===== config.mk =====
export PLATFORM = sky130hd
export DESIGN_NAME = dijkstra_ram_ctrl_flat
export DESIGN_NICKNAME = d
export VERILOG_FILES = /design/src/rtl/dijkstra_ram_ctrl_if.sv /design/src/rtl/dijkstra_ram_ctrl.sv /design/src/flat_wrapper.sv
export SDC_FILE = /design/constraint.sdc
export NUM_CORES = 1
export LEC_CHECK = 0
export BUFFER_PORTS_ARGS = -buffer_cell sky130_fd_sc_hd__buf_2
export CORE_ASPECT_RATIO = 1.5
export CORE_MARGIN = 10
export CORE_UTILIZATION = 42
export CTS_CLUSTER_DIAMETER = 200
export DETAILED_ROUTE_END_ITERATION = 8
export PLACE_DENSITY = 0.89
export SLEW_MARGIN = 25
export SYNTH_ARGS = -nofsm -noshare
export SYNTH_HDL_FRONTEND = slang
export SYNTH_SLANG_ARGS = --single-unit

===== constraint.sdc =====
create_clock -name clk -period 2.1 [get_ports clk]
set_input_delay 0.105 -clock clk [delete_from_list [all_inputs] [get_ports clk]]
set_output_delay 0.105 -clock clk [all_outputs]
set_load 0.005 [all_outputs]

===== src/rtl/dijkstra_ram_ctrl_if.sv =====
// Requester-side access port of the Dijkstra node RAM controller: one request
// slot per cycle, combinational grant, registered read-valid.
interface dijkstra_ram_ctrl_if #(
   parameter int ADDR_W = 9,
   parameter int DATA_W = 14
);
   logic              req;
   logic              we;
   logic [ADDR_W-1:0] addr;
   logic [DATA_W-1:0] wdata;
   logic              grant;
   logic              rvalid;
   logic [DATA_W-1:0] rdata;

   modport master (output req, we, addr, wdata, input grant, rvalid, rdata);
   modport slave  (input req, we, addr, wdata, output grant, rvalid, rdata);
endinterface


===== src/rtl/dijkstra_ram_ctrl.sv =====
// Node RAM front-end: round-robin arbitration of the single RAM slot between
// the bus loader (A) and the Dijkstra engine (B), plus a pre-search init sweep.
module dijkstra_ram_ctrl #(
   parameter int                MAX_NODES  = 15,
   parameter int                ADDR_W     = 9,
   parameter int                DATA_W     = 14,
   parameter logic [DATA_W-1:0] INIT_VALUE = 14'h3FFF
) (
   input  logic               clk,
   input  logic               reset_n,
   input  logic               init_start,
   input  logic [ADDR_W-1:0]  num_nodes,
   output logic               busy,
   output logic               init_done,
   dijkstra_ram_ctrl_if.slave a_port,
   dijkstra_ram_ctrl_if.slave b_port,
   output logic               ram_we,
   output logic [ADDR_W-1:0]  ram_waddr,
   output logic [DATA_W-1:0]  ram_wdata,
   output logic [ADDR_W-1:0]  ram_raddr,
   input  logic [DATA_W-1:0]  ram_rdata
);
   typedef enum logic [1:0] {IDLE = 2'd0, INIT = 2'd1, DONE = 2'd2} state_t;

   localparam logic [ADDR_W-1:0] MAX_N = ADDR_W'(MAX_NODES);
   localparam logic [ADDR_W-1:0] ONE   = ADDR_W'(1);

   state_t            state_q, state_d;
   logic [ADDR_W-1:0] cnt_q, cnt_d;
   logic [ADDR_W-1:0] n_q, n_d;
   logic              busy_q, busy_d;
   logic              init_done_q, init_done_d;
   logic              last_b_q, last_b_d;
   logic              a_rvalid_q, a_rvalid_d;
   logic              b_rvalid_q, b_rvalid_d;
   logic              serve;
   logic              a_grant, b_grant;

   // Grants only while IDLE; on a tie the port that did not win last goes first.
   assign serve   = (state_q == IDLE) && reset_n;
   assign a_grant = serve && a_port.req && (!b_port.req || last_b_q);
   assign b_grant = serve && b_port.req && (!a_port.req || !last_b_q);

   always_comb begin
      ram_we    = 1'b0;
      ram_waddr = '0;
      ram_wdata = '0;
      ram_raddr = '0;
      if (state_q == INIT) begin
         ram_we    = 1'b1;
         ram_waddr = cnt_q;
         ram_wdata = INIT_VALUE;
      end else if (a_grant) begin
         if (a_port.we) begin
            ram_we    = 1'b1;
            ram_waddr = a_port.addr;
            ram_wdata = a_port.wdata;
         end else begin
            ram_raddr = a_port.addr;
         end
      end else if (b_grant) begin
         if (b_port.we) begin
            ram_we    = 1'b1;
            ram_waddr = b_port.addr;
            ram_wdata = b_port.wdata;
         end else begin
            ram_raddr = b_port.addr;
         end
      end
   end

   always_comb begin
      state_d     = state_q;
      cnt_d       = cnt_q;
      n_d         = n_q;
      busy_d      = 1'b0;
      init_done_d = 1'b0;
      last_b_d    = a_grant ? 1'b0 : (b_grant ? 1'b1 : last_b_q);
      a_rvalid_d  = a_grant && !a_port.we;
      b_rvalid_d  = b_grant && !b_port.we;
      unique case (state_q)
         IDLE: begin
            if (init_start) begin
               cnt_d = '0;
               if (num_nodes == '0) begin
                  state_d     = DONE;
                  init_done_d = 1'b1;
               end else begin
                  n_d     = (num_nodes > MAX_N) ? MAX_N : num_nodes;
                  state_d = INIT;
                  busy_d  = 1'b1;
               end
            end
         end
         INIT: begin
            cnt_d = cnt_q + ONE;
            if (cnt_q == n_q - ONE) begin
               state_d     = DONE;
               init_done_d = 1'b1;
            end else begin
               busy_d = 1'b1;
            end
         end
         DONE:    state_d = IDLE;
         default: state_d = IDLE;
      endcase
   end

   always_ff @(posedge clk or negedge reset_n) begin
      if (!reset_n) begin
         state_q     <= IDLE;
         cnt_q       <= '0;
         n_q         <= '0;
         busy_q      <= 1'b0;
         init_done_q <= 1'b0;
         last_b_q    <= 1'b1;
         a_rvalid_q  <= 1'b0;
         b_rvalid_q  <= 1'b0;
      end else begin
         state_q     <= state_d;
         cnt_q       <= cnt_d;
         n_q         <= n_d;
         busy_q      <= busy_d;
         init_done_q <= init_done_d;
         last_b_q    <= last_b_d;
         a_rvalid_q  <= a_rvalid_d;
         b_rvalid_q  <= b_rvalid_d;
      end
   end

   assign busy          = busy_q;
   assign init_done     = init_done_q;
   assign a_port.grant  = a_grant;
   assign b_port.grant  = b_grant;
   assign a_port.rvalid = a_rvalid_q;
   assign b_port.rvalid = b_rvalid_q;
   assign a_port.rdata  = ram_rdata;
   assign b_port.rdata  = ram_rdata;
endmodule


===== src/flat_wrapper.sv =====
// flat-port wrapper written by rule: the top's interface ports become plain ports
module dijkstra_ram_ctrl_flat 
#(
   parameter int                MAX_NODES  = 15,
   parameter int                ADDR_W     = 9,
   parameter int                DATA_W     = 14,
   parameter logic [DATA_W-1:0] INIT_VALUE = 14'h3FFF
)
  (clk, reset_n, init_start, num_nodes, busy, init_done, ram_we, ram_waddr, ram_wdata, ram_raddr, ram_rdata, a_port_req, a_port_we, a_port_addr, a_port_wdata, a_port_grant, a_port_rvalid, a_port_rdata, b_port_req, b_port_we, b_port_addr, b_port_wdata, b_port_grant, b_port_rvalid, b_port_rdata);
  dijkstra_ram_ctrl_if #(.ADDR_W(ADDR_W), .DATA_W(DATA_W)) a_port_i ();
  dijkstra_ram_ctrl_if #(.ADDR_W(ADDR_W), .DATA_W(DATA_W)) b_port_i ();
  input  logic clk;
  input  logic reset_n;
  input  logic init_start;
  input  logic [ADDR_W-1:0] num_nodes;
  output logic busy;
  output logic init_done;
  output logic ram_we;
  output logic [ADDR_W-1:0] ram_waddr;
  output logic [DATA_W-1:0] ram_wdata;
  output logic [ADDR_W-1:0] ram_raddr;
  input  logic [DATA_W-1:0] ram_rdata;
  input wire logic [$bits(a_port_i.req)-1:0] a_port_req;
  input wire logic [$bits(a_port_i.we)-1:0] a_port_we;
  input wire logic [$bits(a_port_i.addr)-1:0] a_port_addr;
  input wire logic [$bits(a_port_i.wdata)-1:0] a_port_wdata;
  output wire logic [$bits(a_port_i.grant)-1:0] a_port_grant;
  output wire logic [$bits(a_port_i.rvalid)-1:0] a_port_rvalid;
  output wire logic [$bits(a_port_i.rdata)-1:0] a_port_rdata;
  input wire logic [$bits(b_port_i.req)-1:0] b_port_req;
  input wire logic [$bits(b_port_i.we)-1:0] b_port_we;
  input wire logic [$bits(b_port_i.addr)-1:0] b_port_addr;
  input wire logic [$bits(b_port_i.wdata)-1:0] b_port_wdata;
  output wire logic [$bits(b_port_i.grant)-1:0] b_port_grant;
  output wire logic [$bits(b_port_i.rvalid)-1:0] b_port_rvalid;
  output wire logic [$bits(b_port_i.rdata)-1:0] b_port_rdata;
  assign a_port_i.req = a_port_req;
  assign a_port_i.we = a_port_we;
  assign a_port_i.addr = a_port_addr;
  assign a_port_i.wdata = a_port_wdata;
  assign a_port_grant = a_port_i.grant;
  assign a_port_rvalid = a_port_i.rvalid;
  assign a_port_rdata = a_port_i.rdata;
  assign b_port_i.req = b_port_req;
  assign b_port_i.we = b_port_we;
  assign b_port_i.addr = b_port_addr;
  assign b_port_i.wdata = b_port_wdata;
  assign b_port_grant = b_port_i.grant;
  assign b_port_rvalid = b_port_i.rvalid;
  assign b_port_rdata = b_port_i.rdata;
  dijkstra_ram_ctrl #(.MAX_NODES(MAX_NODES), .ADDR_W(ADDR_W), .DATA_W(DATA_W), .INIT_VALUE(INIT_VALUE)) u_core (.clk(clk), .reset_n(reset_n), .init_start(init_start), .num_nodes(num_nodes), .busy(busy), .init_done(init_done), .a_port(a_port_i), .b_port(b_port_i), .ram_we(ram_we), .ram_waddr(ram_waddr), .ram_wdata(ram_wdata), .ram_raddr(ram_raddr), .ram_rdata(ram_rdata));
endmodule

Word level (Yosys, flattened, before mapping). Index checks and enable logic that the tools add are counted.

Register bits after elaboration: 25.

Add/sub/neg operators: 2. Magnitude comparators: 1. Equality and inequality tests: 4. Multiplexer cells: 37. Bitwise gates (word level): 1. Reduce and logical (&&, ||, !) cells: 21.

Operators with widths (count): $mux 9 (12); $mux 14 (5); $pmux 9 s2 (1); $mux 1 (13); $add 9x1->9 const B (1); $eq 9x9->1 (1); $gt 9x4->1 const B (1); $logic_not 9->1 (1); $sub 9x1->9 const B (1); $logic_and 1x1->1 (7); $mux 2 (3); $logic_not 1->1 (5); $ne 2x2->1 const B (2); $pmux 1 s2 (2); $pmux 2 s2 (1); $reduce_and 2->1 (2); $reduce_bool 2->1 (2); $reduce_and 3->1 (1); $eq 2x1->1 const B (1); $logic_not 2->1 (1); $logic_or 1x1->1 (2); $not 1->1 (1).

Longest topological paths before layout. Gate-level depths: netlist of run 1.

Depth in word-level cells: 7. Mapped depth: 7. Depth with buffers taken out: 7.

Worst setup path before layout of run 1. OpenSTA, ideal clock, no wires.

Path kind: register -> register. Start point: register u_core.n_q[0]. End point: register u_core.busy_q, in the netlist u_core.busy. Library setup time: 139 ps. Arrival time: 1758 ps. Required time: 1961 ps. Path slack: 203 ps. Cell stages (with the launch flop): 8. Cell sequence: dfrtp_1 inv_1 ha_1 or4b_1 nor4_1 nor4_1 a211oi_2 o21ai_0.

Longest elaborated chain between the ends: 4.

RTL lines: from (decl) (line dijkstra_ram_ctrl.sv:30) `logic [ADDR_W-1:0] n_q, n_d;`; from (signal assigned) (line dijkstra_ram_ctrl.sv:122) `n_q <= n_d;`; $sub 9x1->9 (line dijkstra_ram_ctrl.sv:97) `if (cnt_q == n_q - ONE) begin`; $eq 9x9->1 (line dijkstra_ram_ctrl.sv:97); $mux 1 (line dijkstra_ram_ctrl.sv:97); $pmux 1 s2 (line dijkstra_ram_ctrl.sv:81) `unique case (state_q)`; via u_core.busy_d (line dijkstra_ram_ctrl.sv:31) `logic busy_q, busy_d;`; to (signal assigned) (line dijkstra_ram_ctrl.sv:123) `busy_q <= busy_d;`; to (decl) (line dijkstra_ram_ctrl.sv:31).

The timed path passes the listed nets, and every way through them passes these cells. A chain may end at the register's enable or synchronous reset.

Worst setup path after layout of run 1.
Start point: register u_core.state_q[1]. End point: output port ram_wdata[8].

Longest elaborated chain between the ends: 7. Elaborated cells between the ends (all ways): 10. Those cells by class: eq/ne (1); mux (3); reduce/logical (6).

RTL lines: from (decl) (line dijkstra_ram_ctrl.sv:28) `state_t state_q, state_d;`; from (signal assigned) (line dijkstra_ram_ctrl.sv:120) `state_q <= state_d;`; $logic_not 2->1 (line dijkstra_ram_ctrl.sv:40) `assign serve = (state_q == IDLE) && reset_n;`; $logic_and 1x1->1 (line dijkstra_ram_ctrl.sv:40); $logic_and 1x1->1 (2 in a row) (line dijkstra_ram_ctrl.sv:42) `assign b_grant = serve && b_port.req && (!a_port.req || !last_b_q);`; $mux 14 (line dijkstra_ram_ctrl.sv:61) `end else if (b_grant) begin`; $mux 14 (line dijkstra_ram_ctrl.sv:53) `end else if (a_grant) begin`; $mux 14 * (line dijkstra_ram_ctrl.sv:49) `if (state_q == INIT) begin`; to (decl) (line flat_wrapper.sv:20) `output logic [DATA_W-1:0] ram_wdata;`.

Mark *: on every way between the ends. The rest lies on a longest branch, timed or not.

==> results of run 1 <==
==> layout make-up <==
type	count	area (µm²)
fill	453	2190
multi-input combinational	147	1120
timing repair buffer	116	662
sequential	25	629
tap	66	82.6
clock buffer	3	41.3
inverter	11	41.3
clock inverter	1	7.51
==> sequential cells by signal, indices dropped and copies added (netlist names) <==
signal and cells:
u_core.cnt_q 9, u_core.n_q 9, u_core.state_q 2, u_core.a_port.rvalid 1, u_core.b_port.rvalid 1, u_core.busy 1
u_core.init_done 1, u_core.last_b_q 1
==> routing by layer <==
metal,wire length [µm],GRT usage (%),up-vias
met1,2780,19.0,941
met3,911,6.21,24
met4,177,6.27,0
li1,-,-,974
met5,0,0,-
met2,3090,26.1,121
==> final timing paths <==
kind                                        start              end  slack, ps
worst max register to register      u_core.n_q[0]      u_core.busy        140
worst min-delay path                   b_port_req  u_core.last_b_q        100
worst min register to register      u_core.n_q[8]    u_core.n_q[8]        520
worst max-delay path            u_core.state_q[1]     ram_wdata[8]        100
min in group asynchronous                 reset_n    u_core.n_q[2]        410
max in group asynchronous                 reset_n  u_core.last_b_q       1400
==> cells in the final DEF (no fill, tap or decap), types with 4 or more instances in the layout <==
cell and instances:
sky130_fd_sc_hd__nor2_1 10, sky130_fd_sc_hd__nand2_1 11, sky130_fd_sc_hd__inv_1 9, sky130_fd_sc_hd__nor3_1 6, sky130_fd_sc_hd__a222oi_1 8, sky130_fd_sc_hd__buf_4 10
sky130_fd_sc_hd__xnor2_1 5, sky130_fd_sc_hd__nand3_1 5, sky130_fd_sc_hd__a22o_1 13, sky130_fd_sc_hd__a221o_1 14, sky130_fd_sc_hd__a21o_1 4, sky130_fd_sc_hd__and2_1 8
sky130_fd_sc_hd__nor4_1 4, sky130_fd_sc_hd__o21ai_0 4, sky130_fd_sc_hd__buf_2 100, sky130_fd_sc_hd__dfrtp_1 22
==> cell families after synthesis <==
family          count (synthesis)  share of synthesized area, %
simple gates                   74                          21.2
compound gates                 59                          25.3
buf+inv                        57                          16.1
flops                          25                          30.8
xor+xnor                        8                          3.44
mux                             4                          2.03
fa+ha+maj                       2                          1.23
==> critical path, stage by stage, from the launching register on <==
cell                      delay [ps]
sky130_fd_sc_hd__dfrtp_2         430
sky130_fd_sc_hd__nor3b_4         250
sky130_fd_sc_hd__and3_1          220
sky130_fd_sc_hd__and2_1          160
sky130_fd_sc_hd__buf_6           180
sky130_fd_sc_hd__a221o_1         220
sky130_fd_sc_hd__buf_2           140
==> stage by stage <==
| step | power (mW) | std cells | hold slack, ps | instance area [µm²] |
|---|---|---|---|---|
| global placement | 1.95 | 357 | 182 | 2390 |
| floorplan | 1.44 | 229 | -191 | 2030 |
| detailed placement | 1.97 | 357 | 181 | 2390 |
| CTS | 2.30 | 366 | 98.4 | 2510 |
| global route | 2.52 | 369 | 103 | 2580 |
| finish | 2.34 | 369 | 97.1 | 2580 |
==> power by group through the flow <==
stage / combinational, mW / sequential, mW / clock (mW)
floorplan: 0.757 / 0.680 / 0
global placement: 1.22 / 0.729 / 0
detailed placement: 1.24 / 0.737 / 0
CTS: 1.26 / 0.729 / 0.309
global route: 1.45 / 0.738 / 0.335
finish: 1.31 / 0.719 / 0.302
==> what timing repair did <==
item | in CTS | in global routing
hold buffers | 3 | 0
buffers inserted | 2 | 2
gates resized for setup | 5 | 11
pin swaps | 3 | 7
cloned | 0 | 1
endpoints found under the hold margin | 26 | 0
endpoints found under the setup margin | 15 | 37
==> impl_metrics.ini, run 1 <==
[synth]
netlist_instances = 229
ys_seq_area_share_pct = 30.8
synth.ff_latch_count = 25
postSynthAreaPerCell_um2 = 8.88
synth.area.top_cells = sky130_fd_sc_hd__dfrtp_1, sky130_fd_sc_hd__buf_4, sky130_fd_sc_hd__a221o_1
postSynth.asyncResetShare_pct = 100
synthesized_area_mm2 = 0.00203
synthTopCellsByCount = sky130_fd_sc_hd__buf_4, sky130_fd_sc_hd__dfrtp_1, sky130_fd_sc_hd__a221o_1, sky130_fd_sc_hd__a22o_1, sky130_fd_sc_hd__nand2_1
synth.most_common_cell = sky130_fd_sc_hd__buf_4
number_of_warning_messages_in_the_yosys_log = 0
synth_fp_nets = 307
ys_types = 51
synth_ff_type = sky130_fd_sc_hd__dfrtp_1
yosys.area.top_type = sky130_fd_sc_hd__dfrtp_1
synth_top_area_share_pct = 29.5
synth_enable_flop_cells = 0

[floorplan]
fp.coreArea_mm2 = 0.00477
die_width_um = 76.8
die-area_mm2 = 0.00809
boundaryPins = 143
die_height_um = 105
initial_utilization_pct = 42.6
cell_row_count = 31

[clock_tree]
clock_tree_from_tritoncts = yes
worstSkewPairLatency_ps = 280
numClockSinks = 25
h-tree-depth = 1
cts.path.max_buffers = 2
clock_root_buffer = sky130_fd_sc_hd__clkbuf_8
cts_made_buffers = 3
cts.clk_slew.worst_paths_ps = 90

[global_route]
grt.total_usage_pct = 16.2
vias_in_the_first_global_route = 2046
grt_pass1_wl_um = 10700
grt-ovfl-total = 0
antenna_found_initial = 0
grt_max_degree = 29

[worst_hold_path]
worstHoldPathCells = 3
holdCritPathClass = input port to flop

[route]
drt_iter0_markers = 149
ant_nets = 0
detail_route.first_pass.iterations = 7
route.detailed.vias_per_inst = 5.58
num_vias = 2060
drcViolationCount = 0
post_drt_wl_per_cell_um = 18.9
totalWireLength_um = 6960

[worst_setup_path]
data_arrival_time_of_the_worst_path_ps = 1900
endpoint_kind = primary output
criticalPathCategory = flop to primary output
start_kind = flop
r2r_cells = 8
worst_ep_required_time_ps = 2000
crit_fanout = 18

[power_and_ir_drop]
combinationalPowerShare_pct = 56.3
power.net_switching_mw = 0.975
power-per-cell-area_mw_per_mm2 = 905
ir_drop_worst_vdd_mv = 0.409
power_switching_share_pct = 41.8
cellLeakagePower_nw = 1.36
sequentialPowerShare_pct = 30.8
p_clk_share_pct = 12.9
cell_internal_pwr_mw = 1.36

[timing]
post-route-worst-setup-slack_ps = 97.4
grt_setup_unrepaired = true
maxSlewHeadroom_pct = 74.4
max_freq_ghz = 0.499
finalSetupViolCount = 0
timing_hold_violations_final = 0
worst-slew-pin-transition_ps = 383
final-max-slew-violation-count = 0
skew_ps = 4.59
period_utilization_pct = 95.4
timing.final.crit_period_ps = 2000
timing.setup.tns_ps = 0

[flow_run]
maxCapViolations = 0

[place]
io_buffer_count = 100
globalplace.congestion = 0.893
dp_worst_setup_slack_ps = -56.7
place.detailed.hpwl_um = 5590

[cells_and_area]
drive_gt1_share_pct = 44.6
number_of_nets_at_the_end_of_the_flow = 382
final_util_pct = 54.1
layout-area-overhead-vs-synth_pct = 26.9
antenna-diode-count = 0

[status]
run_status = finished, final reports clean
(Power assumes the default switching activity.)
==> run 2, diff against run 1 <==
--- a/config.mk
+++ b/config.mk
@@ -5,7 +5,7 @@
 export SDC_FILE = /design/constraint.sdc
 export NUM_CORES = 1
 export LEC_CHECK = 0
-export BUFFER_PORTS_ARGS = -buffer_cell sky130_fd_sc_hd__buf_2
+export BUFFER_PORTS_ARGS = -buffer_cell sky130_fd_sc_hd__buf_4
 export CORE_ASPECT_RATIO = 1.5
 export CORE_MARGIN = 10
 export CORE_UTILIZATION = 42
==> run 2 against run 1 <==
Die area unchanged. Total power up 8.9%. Sequential cell count unchanged. Hold slack about the same. Wire length up 11%. First-iteration DRC count up 2.0%. Count of clock-buffer cells in the layout up 1. Setup slack worse by 26 ps. Critical path depth up 1. Critical path type unchanged.
==> impl_metrics.ini, run 2 (same netlist as run 1, synthesis figures left out) <==
[status]
run_status = finished, final reports clean

[timing]
period_utilization_pct = 96.6
maxSlewHeadroom_pct = 68.1
timing.final.crit_period_ps = 2030
grt_setup_unrepaired = true
skew_ps = 2.36
worst-slew-pin-transition_ps = 477
finalSetupViolCount = 0
max_freq_ghz = 0.493
final-max-slew-violation-count = 0
timing_hold_violations_final = 0

[power_and_ir_drop]
design_power_total_mw = 2.54
cellLeakagePower_nw = 1.43
ir_drop_worst_vdd_mv = 0.662
combinationalPowerShare_pct = 59.8
power-per-cell-area_mw_per_mm2 = 888
power_switching_share_pct = 39.7
power.net_switching_mw = 1.01
p_clk_share_pct = 11.5
sequentialPowerShare_pct = 28.7
cell_internal_pwr_mw = 1.53

[cells_and_area]
final_util_pct = 60.0
number_of_nets_at_the_end_of_the_flow = 381
antenna-diode-count = 0
fill_cell_instance_count_of_the_final_layout = 426
final_cell_area_excluding_filler_cells_mm2 = 0.00286
layoutNonFillerInstCount = 368
layout-area-overhead-vs-synth_pct = 40.8
drive_gt1_share_pct = 44.4
layout.cells.most_common = sky130_fd_sc_hd__buf_4
top_regs = u_core.cnt_q (9), u_core.n_q (9), u_core.state_q (2)
layout_common_cells = sky130_fd_sc_hd__buf_4, sky130_fd_sc_hd__dfrtp_1, sky130_fd_sc_hd__a221o_1

[clock_tree]
cts_made_buffers = 3
worstSkewPairLatency_ps = 270
clock_root_buffer = sky130_fd_sc_hd__clkbuf_8
clock_tree_from_tritoncts = yes
numClockSinks = 25
cts.path.max_buffers = 2
h-tree-depth = 1
cts.clk_slew.worst_paths_ps = 90

[floorplan]
die_width_um = 76.8
die-area_mm2 = 0.00809
fp.coreArea_mm2 = 0.00477
boundaryPins = 143
cell_row_count = 31
initial_utilization_pct = 42.6
die_height_um = 105

[place]
post-place-cells = 355
globalplace.congestion = 0.841
placedInstanceArea_mm2 = 0.00266
io_buffer_count = 100
place.detailed.hpwl_um = 5780

[worst_setup_path]
critPathMaxStageDelay_ps = 550
start_kind = flop
data_arrival_time_of_the_worst_path_ps = 1920
critical-path-slowest-cell = sky130_fd_sc_hd__dfstp_2
worst-path-buf-inv = 3
worst_ep_required_time_ps = 2000
crit_fanout = 12
critPathTopFamily = flip-flops
endpoint_kind = primary output
criticalPathCategory = flop to primary output
cp_cell_sequence = nand2_1 > and3_4 > and2_4 > buf_12 > a222oi_1 > inv_1 > buf_4

[route]
ant_nets = 0
detail_route.first_pass.iterations = 5
drcViolationCount = 0
post_drt_wl_per_cell_um = 20.9
drt_iter0_markers = 152
route.detailed.vias_per_inst = 5.96
totalWireLength_um = 7710
num_vias = 2193

[global_route]
grt.total_usage_pct = 17.5
grt_max_degree = 29
grt_pass1_wl_um = 11600
grt-ovfl-total = 0
vias_in_the_first_global_route = 2202
antenna_found_initial = 0

[worst_hold_path]
holdCritPathClass = input port to flop

[flow_run]
maxCapViolations = 0
## run 2: cell count changes in the layout (fill, tap and decap cells not counted), sizes merged
cell,change
buf,-2
clkbuf,+2
clkinvlp,-1
## run 2: power groups by stage
stage                     Clock, mW  Sequential (mW)  Combinational [mW]
after floorplan                   0            0.680               0.757
after global placement            0            0.730                1.39
after detailed placement          0            0.738                1.41
after CTS                     0.298            0.737                1.43
after global routing          0.318            0.749                1.65
final                         0.293            0.729                1.52
## run 2: worst paths after layout
kind,start,end,slack (ps),depth (start not counted)
min in group asynchronous,reset_n,u_core.cnt_q[7],400,3
hold / removal,num_nodes[0],u_core.n_q[0],100,3
hold reg to reg,u_core.n_q[8],u_core.n_q[8],520,1
setup reg to reg,u_core.n_q[0],u_core.busy,120,7
max in group asynchronous,reset_n,u_core.last_b_q,1410,3
setup / recovery,u_core.last_b_q,ram_waddr[4],70,7
## run 2: layout make-up
class	instances	area, µm²	area share, %
flip-flops and latches	25	629	22.0
repair buffers	115	935	32.6
clock buffers	4	45.0	1.57
well taps	66	82.6	2.88
inverters	11	41.3	1.44
multi-input cells	147	1130	39.5
## run 2: what timing repair did
action                     in CTS  in global routing
gates resized for setup         8                 10
gates cloned                    0                  2
setup endpoints to repair      16                 37
hold endpoints to repair       26                  0
pin swaps                       4                  7
setup buffers                   0                  4
hold buffers                    3                  0
## run 2: through the flow
step                      hold slack (ps)  setup WS [ps]  setup TNS (ps)
after floorplan                      -191            203               0
after global routing                  110          -25.9           -27.9
after detailed placement              148          -40.5           -68.2
final                                97.1           71.0               0
after CTS                            98.4           1.44               0
after global placement                149           96.6               0
## run 2: worst register-to-register path: cells and delay by family, from the launching register on
kind,cells,cell delay [ps]
and+or+nand+nor,3,810
buffers and inverters,1,90
AOI/OAI and AO/OA,2,390
DFF,1,410
adders and majority gates,1,150
## run 2: layer usage
layer / routed length, µm / GRT usage (%)
met3: 866 / 6.29
met2: 3570 / 28.1
met5: 0 / 0
met4: 277 / 8.53
met1: 3000 / 20.2
